<file path="config.mk">
export PLATFORM = sky130hd
export DESIGN_NAME = exp_sel_seq
export DESIGN_NICKNAME = d
export VERILOG_FILES = /design/src/rtl/exp_pkg.sv /design/src/rtl/exp_seq_timer.sv /design/src/rtl/exp_sel_seq.sv
export SDC_FILE = /design/constraint.sdc
export NUM_CORES = 1
export LEC_CHECK = 0
export CAP_MARGIN = 20
export CORE_MARGIN = 8
export CORE_UTILIZATION = 50
export CTS_CLUSTER_DIAMETER = 100
export DETAILED_ROUTE_END_ITERATION = 10
export PLACE_DENSITY_LB_ADDON = 0.05
export SYNTH_ARGS = -nofsm -noshare
export SYNTH_HDL_FRONTEND = slang
export SYNTH_HIERARCHICAL = 1
export SYNTH_SLANG_ARGS = --single-unit
</file>
<file path="constraint.sdc">
create_clock -name clk -period 3.5 [get_ports clk]
set_input_delay 0.35 -clock clk [delete_from_list [all_inputs] [get_ports clk]]
set_output_delay 0.35 -clock clk [all_outputs]
set_load 0.03 [all_outputs]
</file>
<file path="src/rtl/exp_pkg.sv">
// Shared constants and types for expansion-port device selection.
// Used by the sequencer and by the expansion hub mux.
package exp_pkg;

    localparam int TYPE_W = 2;
    localparam int N_DEV  = 3;

    localparam logic [TYPE_W-1:0] EXP_OFF = 2'd0;
    localparam logic [TYPE_W-1:0] EXP_CDR = 2'd1;
    localparam logic [TYPE_W-1:0] EXP_TNB = 2'd2;

    typedef enum logic [1:0] {ACTIVE, DRAIN, OFF, RST} ExpSeqSt;

    function automatic int max3(input int a, input int b, input int c);
        int m;
        m = (a > b) ? a : b;
        return (m > c) ? m : c;
    endfunction

    // Every device held in reset except the selected one; bit 0 (OFF) is never driven.
    function automatic logic [N_DEV-1:0] dev_rst_for(input logic [TYPE_W-1:0] t);
        logic [N_DEV-1:0] m;
        m    = {N_DEV{1'b1}};
        m[0] = 1'b0;
        if (t != EXP_OFF) m[t] = 1'b0;
        return m;
    endfunction

endpackage

</file>
<file path="src/rtl/exp_seq_timer.sv">
// Loadable down-counter with a zero flag; counts down by one per cycle and parks at zero.
module exp_seq_timer #(
    parameter int W = 11
) (
    input  logic         clk,
    input  logic         rst_n,
    input  logic         load,
    input  logic [W-1:0] load_val,
    output logic         zero
);

    logic [W-1:0] cnt;

    // NOTE: sequential state is written with non-blocking assignments only.
    always_ff @(posedge clk or negedge rst_n) begin
        if (!rst_n) begin
            cnt <= '0;
        end else if (load) begin
            cnt <= load_val;
        end else if (cnt != '0) begin
            cnt <= cnt - 1'b1;
        end
    end

    assign zero = (cnt == '0);

endmodule

</file>
<file path="src/rtl/exp_sel_seq.sv">
// Expansion-port device switch sequencer: debounce -> drain -> OFF guard -> target reset -> activate.
// act_type only ever moves on OFF entry (to EXP_OFF) or on ACTIVE entry (to the target).
module exp_sel_seq
    import exp_pkg::*;
#(
    parameter int STABLE_CYC = 4,
    parameter int DRAIN_MAX  = 1024,
    parameter int GUARD_CYC  = 8,
    parameter int RST_CYC    = 16
) (
    input  logic              clk,
    input  logic              rst_n,
    input  logic [TYPE_W-1:0] req_type,
    input  logic              bus_busy,
    input  logic              err_clr,
    output logic [TYPE_W-1:0] act_type,
    output logic [N_DEV-1:0]  dev_rst,
    output logic              ready,
    output logic              drain_err
);

    localparam int SW = $clog2(STABLE_CYC + 1);
    localparam int TW = $clog2(max3(DRAIN_MAX, GUARD_CYC, RST_CYC) + 1);

    localparam logic [SW-1:0]    STABLE_V = SW'(STABLE_CYC);
    localparam logic [TW-1:0]    DRAIN_LD = TW'(DRAIN_MAX - 1);
    localparam logic [TW-1:0]    GUARD_LD = TW'(GUARD_CYC - 1);
    localparam logic [TW-1:0]    RST_LD   = TW'(RST_CYC - 1);
    localparam logic [N_DEV-1:0] ALL_RST  = dev_rst_for(EXP_OFF);

    ExpSeqSt           state;
    logic [TYPE_W-1:0] req_d;
    logic [TYPE_W-1:0] req_n;
    logic [TYPE_W-1:0] target;
    logic [TYPE_W-1:0] tgt_nxt;
    logic [SW-1:0]     stable_cnt;
    logic              req_ok;
    logic              go_drain;
    logic              go_off;
    logic              go_rst;
    logic              go_act;
    logic              set_err;
    logic              tmr_load;
    logic              tmr_zero;
    logic [TW-1:0]     tmr_val;

    always_ff @(posedge clk or negedge rst_n) begin
        if (!rst_n) begin
            req_d      <= EXP_OFF;
            stable_cnt <= '0;
        end else begin
            req_d <= req_type;
            if (req_type != req_d) begin
                stable_cnt <= '0;
            end else if (stable_cnt != STABLE_V) begin
                stable_cnt <= stable_cnt + 1'b1;
            end
        end
    end

    // NOTE: every output of this block is assigned on every path, so no latch is inferred.
    always_comb begin
        req_n   = (req_type >= TYPE_W'(N_DEV)) ? EXP_OFF : req_type;
        // The request must still match its delayed copy, otherwise a saturated
        // counter would let a fresh glitch through.
        req_ok  = (stable_cnt == STABLE_V) && (req_type == req_d) && (req_n != target);
        tgt_nxt = req_ok ? req_n : target;

        go_drain = (state == ACTIVE) && req_ok;
        go_off   = ((state == DRAIN) && (!bus_busy || tmr_zero)) || ((state == RST) && req_ok);
        go_rst   = (state == OFF) && tmr_zero && (tgt_nxt != EXP_OFF);
        go_act   = ((state == OFF) && tmr_zero && (tgt_nxt == EXP_OFF)) ||
                   ((state == RST) && !req_ok && tmr_zero);
        set_err  = (state == DRAIN) && bus_busy && tmr_zero;

        tmr_load = go_drain || go_off || go_rst;
        tmr_val  = go_drain ? DRAIN_LD : (go_off ? GUARD_LD : RST_LD);
    end

    exp_seq_timer #(.W(TW)) u_timer (
        .clk      (clk),
        .rst_n    (rst_n),
        .load     (tmr_load),
        .load_val (tmr_val),
        .zero     (tmr_zero)
    );

    always_ff @(posedge clk or negedge rst_n) begin
        if (!rst_n) begin
            state     <= ACTIVE;
            target    <= EXP_OFF;
            act_type  <= EXP_OFF;
            dev_rst   <= ALL_RST;
            ready     <= 1'b1;
            drain_err <= 1'b0;
        end else begin
            target <= tgt_nxt;
            if (go_drain) begin
                state <= DRAIN;
                ready <= 1'b0;
            end else if (go_off) begin
                state    <= OFF;
                act_type <= EXP_OFF;
                dev_rst  <= ALL_RST;
            end else if (go_rst) begin
                state <= RST;
            end else if (go_act) begin
                state    <= ACTIVE;
                act_type <= tgt_nxt;
                dev_rst  <= dev_rst_for(tgt_nxt);
                ready    <= 1'b1;
            end

            // A timeout in the same cycle as a clear leaves the error set.
            if (set_err) begin
                drain_err <= 1'b1;
            end else if (err_clr) begin
                drain_err <= 1'b0;
            end
        end
    end

endmodule
</file>
# After elaboration in Yosys (flattened, before gate mapping)
# Index checks and enable logic that the tools add are counted.
# W data, S select, Z words.
# op_classes
muxes	27
reduce_logical	33
bitwise	2
add_sub_neg	2
n_eq_ne	11
magnitude_cmp	3
# ops
operator	count
$mux W11	2
$mux W2	9
$mux W3	6
$logic_and A1 B1 Y1	13
$reduce_bool A2 Y1	6
$logic_not A11 Y1	1
$reduce_bool A11 Y1	1
$sub A11 B1 Y11 const B	1
$mux W10	1
$mux W1	7
$ne A2 B2 Y1 const B	3
$reduce_and A3 Y1	2
$logic_or A1 B1 Y1	5
$eq A2 B2 Y1 const B	2
$logic_not A2 Y1	2
$mux W4	1
$ne A2 B2 Y1	2
$reduce_bool A4 Y1	1
$add A3 B1 Y3 const B	1
$eq A3 B3 Y1 const B	1
$lt A2 B3 Y1 const B	1
$ne A3 B3 Y1 const B	1
$demux W1 S2	1
$eq A2 B1 Y1 const B	1
other kinds (6)	7
# totals
ff_bits	27
output_inout_bits	7
inputBits	6

# Longest topological paths before layout
# Gate-level depths: netlist of run 1.
# logic_depth
word_depth	14
depth_mapped	13
depth_no_buf	10

# By module
# The synthesis of run 1 kept the hierarchy.
# modules_own_cells
mod	area_each_um2	n_inst	cells_per_inst
exp_sel_seq	893.4	1	88
exp_seq_timer	626.9	1	63

# Least setup slack after synthesis of run 1
# No wires, ideal clock.
# synth_timing
path_kind	reg2reg
from	reg u_timer.cnt[3]
to	reg u_timer.cnt[10]
t_arrival_ns	2.458
slack_ns	0.906
path_stages_with_launch	10
setup_ns	0.136
synth_period_minus_slack_ns	2.594
path_buffers	3
cell_sequence	dfrtp_1 or4_4 nor3_4 and2_1 buf_2 a31oi_1 nand2_1 clkbuf_1 clkbuf_1 o21ai_0
# synth_between
elab_chain_len	7
elab_cells_between_ends	13
cone_classes	add/sub (1); mux (2); reduce/logical (10)
# synth_lines
item	line_no	text
start, declared	exp_seq_timer.sv:12	logic [W-1:0] cnt;
start signal, assigned	exp_seq_timer.sv:19	cnt <= load_val;
start signal, assigned	exp_seq_timer.sv:21	cnt <= cnt - 1'b1;
$logic_not A11 Y1 *	exp_seq_timer.sv:25	assign zero = (cnt == '0);
named net tmr_zero	exp_sel_seq.sv:44	logic tmr_zero;
$logic_or A1 B1 Y1	exp_sel_seq.sv:70	go_off = ((state == DRAIN) && (!bus_busy || tmr_zero)) || ((state == RST) && req_ok);
$logic_and A1 B1 Y1	exp_sel_seq.sv:70	
$logic_or A1 B1 Y1	exp_sel_seq.sv:70	
$logic_or A1 B1 Y1	exp_sel_seq.sv:76	tmr_load = go_drain || go_off || go_rst;
$logic_or A1 B1 Y1 *	exp_sel_seq.sv:76	
named net tmr_load	exp_sel_seq.sv:43	logic tmr_load;
$mux W11 / $reduce_bool A2 Y1 (equally long branches)	--	
# The timed path passes the listed nets; every way through them passes the cells marked *. The select of a mux whose other input is x is not followed.
# A chain may end at the register's enable or synchronous reset.

# Worst setup path in the final report of run 1
# layout_timing
from	reg u_timer.cnt[3]
to	reg u_timer.cnt[8]
# The elaborated chain is that of the path after synthesis.

==> results of run 1 <==
## cell type report
cell class                 instances  area, um2  share of cell area (%)
multi-input combinational        115      814.5                   47.00
sequential                        26      654.4                   37.76
timing repair buffer              15      160.2                   9.242
tap                               33      41.29                   2.383
clock buffer                       4      36.28                   2.094
inverter                           7      26.28                   1.516
## layout by cell type (no fill, tap or decap), types with 2 or more instances in the layout
master,Yosys,routed
o21ai_0,3,3
inv_1,6,6
nor3_1,7,7
and2_1,2,2
nand2_1,17,17
nor3b_1,2,2
xnor2_1,6,6
o41ai_1,2,2
or4_4,3,3
conb_1,2,5
o21ai_1,5,5
nor2b_1,3,3
nor4b_1,2,2
a22o_1,2,2
nor2_1,10,10
dfrtp_1,23,23
a21oi_1,7,7
clkbuf_4,0,3
mux2_2,3,3
clkdlybuf4s50_1,0,11
nor4_1,2,2
ha_1,3,3
xor2_1,2,2
buf_4,1,3
o31ai_1,3,3
nand2b_1,2,2
dfstp_2,3,3
nand4_1,2,2
## worst reg2reg max path: stages, from the launching register on
cell,delay [ns]
dfrtp_1,0.47
or4_4,0.56
nor3_4,0.23
nand2b_1,0.16
o211a_1,0.22
inv_2,0.08
nand2_1,0.47
nor3b_1,0.10
a221o_1,0.33
## cell families (layout without fill, tap and decap cells)
family	Yosys count	after routing	share of synthesized area (%)
flops	26	26	43.05
fa+ha+maj	3	3	2.469
compound gates	35	35	17.53
other cells	2	5	0.4940
buf+inv	13	26	4.115
simple gates	58	58	21.89
mux	4	4	2.963
xor+xnor	10	10	7.490
## power groups by stage
stage | combinational, mW | sequential, mW | clock (mW)
floorplan | 0.283 | 0.528 | 0
global placement | 0.414 | 0.500 | 0
detailed placement | 0.427 | 0.503 | 0
CTS | 0.429 | 0.498 | 0.158
global route | 0.481 | 0.516 | 0.171
finish | 0.430 | 0.501 | 0.151
## routing by layer
metal  GRT usage, %  vias up  wire [um]
met5              0        -          0
met4          5.081        0         44
met3          2.825        5        113
met2          19.08       15       1410
met1          16.26      543       1391
li1               -      576          -
## through the flow
| stage | power (mW) | cells | worst slack [ns] |
|---|---|---|---|
| global route | 1.168 | 200 | 0.6003 |
| CTS | 1.085 | 199 | 0.7781 |
| detailed placement | 0.9298 | 195 | 0.4498 |
| floorplan | 0.8107 | 154 | 0.9062 |
| finish | 1.082 | 200 | 0.7739 |
| global placement | 0.9142 | 195 | 0.5285 |
## final timing paths
path / startpoint / end / cells past startpoint
setup reg to reg: u_timer/cnt[3] / u_timer/cnt[8] / 8
hold reg to reg: ready / ready / 2
setup / recovery: u_timer/cnt[3] / u_timer/cnt[8] / 8
max in group asynchronous: rst_n / ready / 3
hold / removal: rst_n / req_d[1] / 1
min in group clk: ready / ready / 2
## sequential cells by signal (all words and copies together) (netlist names)
register / flops
u_timer/cnt: 11
act_type: 2
stable_cnt: 3
state: 2
ready: 1
target: 2
drain_err: 1
dev_rst: 2
req_d: 2
==> tab_implementation.tex, run 1 <==
\begin{tabular}{lr}
\hline
Metric & Value \\
\hline
\multicolumn{2}{l}{\textbf{Yosys}} \\
Area fraction of the dominant cell type after synthesis & 37.86\% \\
Leading post-synthesis cells by instance count & 23 x dfrtp\_1, 17 x nand2\_1, 10 x nor2\_1, 7 x a21oi\_1, 7 x nor3\_1 \\
Seq/Total Area, Yosys & 43.05\% \\
Top\_reg\_cell synth & dfrtp\_1 \\
Cell count after synthesis & 151 \\
Dominant cells by area after synthesis & dfrtp\_1 38\%, dfstp\_2 5.2\%, nand2\_1 4.2\%, xnor2\_1 3.5\%, ha\_1 2.5\% \\
Count of state elements after synthesis & 26 \\
Post-synthesis area per instance & 10.07 um2 \\
Cell taking the most area after synthesis & dfrtp\_1 \\
Library cells used by synthesis & 52 \\
Netlist area before placement & 1520 um2 \\
Synth async-reset ratio & 100.0\% \\
Top-count cell post-synth & dfrtp\_1 \\
Post-synth EDFFs & 0 \\
Warnings, synthesis & 6 \\
\multicolumn{2}{l}{\textbf{Floorplanning}} \\
Die width & 71.14 um \\
Die outline height & 71.14 um \\
Std-Cell Core Area & 2978 um2 \\
I/O pin total & 13 \\
Full die area & 5061 um2 \\
Starting utilization of the core area & 51.05\% \\
Row cnt & 20 \\
\multicolumn{2}{l}{\textbf{Global route}} \\
Pin count of the biggest net entering global routing & 25 \\
Overflow after GRT & 0 \\
GRT Total Usage & 12.42\% \\
First-pass GRT wire length & 5099 um \\
Vias in the first global route & 1125 \\
Number of antenna violations at the first check in global routing & 0 \\
\multicolumn{2}{l}{\textbf{STA}} \\
Portion of the clock cycle consumed by the worst path in the final layout & 77.89\% \\
Slew Limit Fails & 0 \\
Slew at the pin closest to its max-slew limit & 0.6235 ns \\
Number of hold-slack violations in the final timing report & 0 \\
Top achievable clock speed & 366.8 MHz \\
Worst Clk Skew & 0.001820 ns \\
Max\_slew headroom & 58.33\% \\
Setup Viol. Count Final & 0 \\
Clock period minus worst slack & 2.726 ns \\
Total negative slack for setup checks & 0 ns \\
Worst Hold Slack & 0.2742 ns \\
Unrepaired setup endpoints after global routing & false \\
\multicolumn{2}{l}{\textbf{Setup path}} \\
Cell at the slowest stage of the critical path & or4\_4 \\
Type of the worst setup path & flop to flop \\
Crit-path max cell delay & 0.56 ns \\
Crit path max-delay family & simple AND/OR/NAND/NOR gates \\
Bufs and invs on worst path & 1 \\
Category of the worst setup path capture point & flop \\
Worst endpoint required time & 3.72 ns \\
Slack of the worst reg-to-reg path & 0.77 ns \\
Kind of launch point of the worst setup path & flop \\
CP Data Arrival Time & 2.95 ns \\
Worst-path cell chain & or4\_4 > nor3\_4 > nand2b\_1 > o211a\_1 > inv\_2 > nand2\_1 > nor3b\_1 > a221o\_1 \\
Worst-path maximum fanout & 21 \\
\multicolumn{2}{l}{\textbf{Clocking}} \\
Clock-pin slew on the worst setup and hold paths & 0.14 ns \\
CTS sink count & 26 \\
Post-CTS sizing & 0 \\
Maximum number of buffers from clock root to sink & 2 \\
\# Post-CTS Setup Buffers & 0 \\
Number of CTS-inserted buffers & 3 \\
Later-pin clock latency in the skew report & 0.32 ns \\
Cts hold-fix bufs & 0 \\
Root Buffer Master & clkbuf\_4 \\
Level count of the clock H-tree & 1 \\
CTS tree & yes \\
\multicolumn{2}{l}{\textbf{Pwr}} \\
Maximum vdd drop & 396.5 uV \\
Cell Int Power & 675.8 uW \\
Power share of the combinational group & 39.7\% \\
Share of total power in the clock network & 14.0\% \\
Total power per unit cell area & 624.4 nW/um2 \\
Switching share of power & 37.55\% \\
Psw & 406.2 uW \\
Part of the power in registers & 46.3\% \\
LEAKAGE & 0.7126 nW \\
\multicolumn{2}{l}{\textbf{Place}} \\
Placer Congestion & 0.7691 \\
Number of I/O port buffers & 11 \\
Detailed placement HPWL & 2174 um \\
Post-DP Area & 1669 um2 \\
\multicolumn{2}{l}{\textbf{Routing}} \\
Total detailed-routing wirelength & 2960 um \\
Vias per cell & 5.695 \\
Post-route DRC & 0 \\
Via count & 1139 \\
Count of nets left with antenna violations after detail routing & 0 \\
Initial DRC count & 38 \\
DR WL/cell & 14.80 um \\
Detailed-routing iteration count for the pre-antenna-repair pass & 4 \\
\multicolumn{2}{l}{\textbf{Cells and area}} \\
Share of post-route cells with drive strength above 1 & 16.17\% \\
Syn-to-layout area delta & 13.99\% \\
Post-layout instance area & 1733 um2 \\
Filler Cell Count & 278 \\
Count of nets after finishing & 177 \\
Layout Utilization & 58.19\% \\
Antenna diode instance count & 0 \\
\multicolumn{2}{l}{\textbf{Hold path}} \\
Worst min-delay path category & input pin to async pin \\
\multicolumn{2}{l}{\textbf{Outcome}} \\
Run status & finished clean \\
\multicolumn{2}{l}{\textbf{Flow run}} \\
Count of maximum capacitance violations & 0 \\
\hline
\end{tabular}
Note: power is estimated with default switching activity, not from simulation.
==> run 2: changes to the inputs <==
==> constraint.sdc (replaced) <==
create_clock -name clk -period 2.2 [get_ports clk]
set_input_delay 0.22 -clock clk [delete_from_list [all_inputs] [get_ports clk]]
set_output_delay 0.22 -clock clk [all_outputs]
set_load 0.03 [all_outputs]
==> run 2 against run 1 <==
Compared with the run above: first-iteration DRC count rose by 24%; critical endpoint unchanged; highest routed layer unchanged; sequential cell count did not move; via count rose by 13%; utilization rose by 9.8 points; count of clock-buffer cells in the layout did not move.
==> tab_implementation.tex, run 2 (synthesis results as in run 1) <==
\begin{tabular}{lr}
\hline
Metric & Value \\
\hline
\multicolumn{2}{l}{\textbf{Cells and area}} \\
Most frequent cells in the layout & 35 x buf\_4, 23 x dfrtp\_1, 16 x nand2\_1 \\
Syn-to-layout area delta & 33.17\% \\
Area occupied by registers & 654.4 um2 \\
Count of nets after finishing & 209 \\
Register ranked first by flip-flop count & u\_timer/cnt \\
Multi-input logic area & 882.1 um2 \\
Filler Cell Count & 227 \\
Antenna diode instance count & 0 \\
Registers with the most flip-flops & u\_timer/cnt x11, stable\_cnt x3 \\
Layout Utilization & 67.98\% \\
Share of post-route cells with drive strength above 1 & 33.67\% \\
Most frequent standard cell in the layout excluding fill and tap cells & buf\_4 \\
Max FFs per register & 11 \\
\multicolumn{2}{l}{\textbf{Clocking}} \\
Root Buffer Master & clkbuf\_4 \\
Maximum number of buffers from clock root to sink & 2 \\
CTS sink count & 26 \\
Number of CTS-inserted buffers & 3 \\
Level count of the clock H-tree & 1 \\
Later-pin clock latency in the skew report & 0.32 ns \\
Cts hold-fix bufs & 0 \\
CTS tree & yes \\
Clock-pin slew on the worst setup and hold paths & 0.14 ns \\
\multicolumn{2}{l}{\textbf{Global route}} \\
Vias in the first global route & 1291 \\
Pin count of the biggest net entering global routing & 16 \\
Number of antenna violations at the first check in global routing & 0 \\
Overflow after GRT & 0 \\
First-pass GRT wire length & 5685 um \\
GRT Total Usage & 13.62\% \\
\multicolumn{2}{l}{\textbf{Setup path}} \\
Worst r2r path cells & 8 \\
R2R Path Start & u\_timer/cnt[7] \\
Cell at the slowest stage of the critical path & or4\_4 \\
Worst endpoint required time & 2.42 ns \\
Reg-to-Reg End & u\_timer/cnt[8] \\
Worst-path cell chain & or4\_4 > nor3\_4 > nand2b\_4 > o211a\_1 > inv\_2 > nand2\_4 > nor3b\_2 > a221o\_1 \\
Category of the worst setup path capture point & flop \\
Worst-path maximum fanout & 8 \\
Type of the worst setup path & flop to flop \\
Slack of the worst reg-to-reg path & 0.04 ns \\
Kind of launch point of the worst setup path & flop \\
Crit-path max cell delay & 0.56 ns \\
CP Data Arrival Time & 2.38 ns \\
\multicolumn{2}{l}{\textbf{Routing}} \\
Initial DRC count & 47 \\
Total detailed-routing wirelength & 3360 um \\
Detailed-routing iteration count for the pre-antenna-repair pass & 4 \\
Post-route DRC & 0 \\
Vias per cell & 5.569 \\
Via count & 1292 \\
Count of nets left with antenna violations after detail routing & 0 \\
DR WL/cell & 14.48 um \\
\multicolumn{2}{l}{\textbf{Outcome}} \\
Run status & finished clean \\
\multicolumn{2}{l}{\textbf{STA}} \\
Number of hold-slack violations in the final timing report & 0 \\
Clock period minus worst slack & 2.159 ns \\
Unrepaired setup endpoints after global routing & true \\
Top achievable clock speed & 463.2 MHz \\
Max\_slew headroom & 59.71\% \\
Slew at the pin closest to its max-slew limit & 0.5997 ns \\
Worst Hold Slack & 0.2071 ns \\
Total negative slack for setup checks & 0 ns \\
Slew Limit Fails & 0 \\
Portion of the clock cycle consumed by the worst path in the final layout & 98.14\% \\
Worst Clk Skew & 0.005604 ns \\
Setup Viol. Count Final & 0 \\
\multicolumn{2}{l}{\textbf{Place}} \\
Placer Congestion & 0.7793 \\
Detailed placement HPWL & 2590 um \\
Number of I/O port buffers & 11 \\
\multicolumn{2}{l}{\textbf{Pwr}} \\
Part of the power in registers & 38.7\% \\
Cell Int Power & 1.229 mW \\
Maximum vdd drop & 695.7 uV \\
Total power per unit cell area & 953.9 nW/um2 \\
Switching share of power & 36.38\% \\
Power share of the combinational group & 48.6\% \\
LEAKAGE & 0.8760 nW \\
Share of total power in the clock network & 12.6\% \\
Psw & 702.4 uW \\
\multicolumn{2}{l}{\textbf{Floorplanning}} \\
Row cnt & 20 \\
Die width & 71.14 um \\
Std-Cell Core Area & 2978 um2 \\
Full die area & 5061 um2 \\
Starting utilization of the core area & 51.05\% \\
Die outline height & 71.14 um \\
I/O pin total & 13 \\
\multicolumn{2}{l}{\textbf{Flow run}} \\
Count of maximum capacitance violations & 0 \\
\multicolumn{2}{l}{\textbf{Hold path}} \\
Worst min-delay path category & input pin to async pin \\
\hline
\end{tabular}
## run 2: timing repair
item | CTS | global route
endpoints found under the setup margin | 11 | 13
pin swaps | 2 | 4
buffers inserted | 2 | 4
resized for setup | 2 | 10
## run 2: critical path: cells and delay by family, from the launching register on
family / cells / cell delay, ns
AND/OR/NAND/NOR: 5 / 1.15
flip-flops: 1 / 0.40
AO/OA/AOI/OAI: 2 / 0.46
buffers and inverters: 1 / 0.06
## run 2: metrics by stage
step,worst slack (ns),area (um2),power (mW),std cells
4_1_cts,0.01561,1934,1.904,228
6_report,0.04100,2024,1.931,232
3_5_place_dp,-0.2376,1876,1.650,222
5_1_grt,-0.02986,2024,2.068,232
3_3_place_gp,-0.2169,1876,1.620,222
2_1_floorplan,-0.1432,1549,1.300,154
## run 2: cell type report
type | instances | area share (%)
Clock buffer | 4 | 1.792
Inverter | 7 | 1.298
Timing Repair Buffer | 47 | 18.97
Tap cell | 33 | 2.040
Sequential cell | 26 | 32.32
Multi-Input combinational cell | 115 | 43.57
## run 2: power by group through the flow
stage / Sequential, mW / Combinational, mW / Clock (mW)
floorplan: 0.840 / 0.460 / 0
global placement: 0.750 / 0.870 / 0
detailed placement: 0.756 / 0.895 / 0
CTS: 0.746 / 0.905 / 0.252
global route: 0.765 / 1.04 / 0.264
finish: 0.748 / 0.939 / 0.244
## run 2: worst max-delay path by stage
stage                        start        endpoint  depth (start not counted)
floorplan           u_timer/cnt[8]  u_timer/cnt[4]                          8
detailed placement     req_type[1]  u_timer/cnt[6]                         10
finish              u_timer/cnt[7]  u_timer/cnt[8]                          8
global route        u_timer/cnt[7]      dev_rst[2]                          6
CTS                  stable_cnt[0]  u_timer/cnt[6]                         10
global placement       req_type[0]  u_timer/cnt[8]                         10
## run 2: metal layers
layer / share of wire, % / up-vias / global-route usage, %
met3: 2.0 / 6 / 2.119
li1: - / 641 / -
met5: 0 / - / 0
met2: 52 / 9 / 24.39
met4: 1.2 / 0 / 4.850
met1: 44 / 636 / 15.83
==> run 3: changes to the inputs <==
--- a/config.mk
+++ b/config.mk
@@ -5,6 +5,7 @@
 export SDC_FILE = /design/constraint.sdc
 export NUM_CORES = 1
 export LEC_CHECK = 0
+export ABC_CLOCK_PERIOD_IN_PS = 2200
 export CAP_MARGIN = 20
 export CORE_MARGIN = 8
 export CORE_UTILIZATION = 50
==> results of run 3 <==
No change in the layout: final DEF, timing and power equal those of run 2.
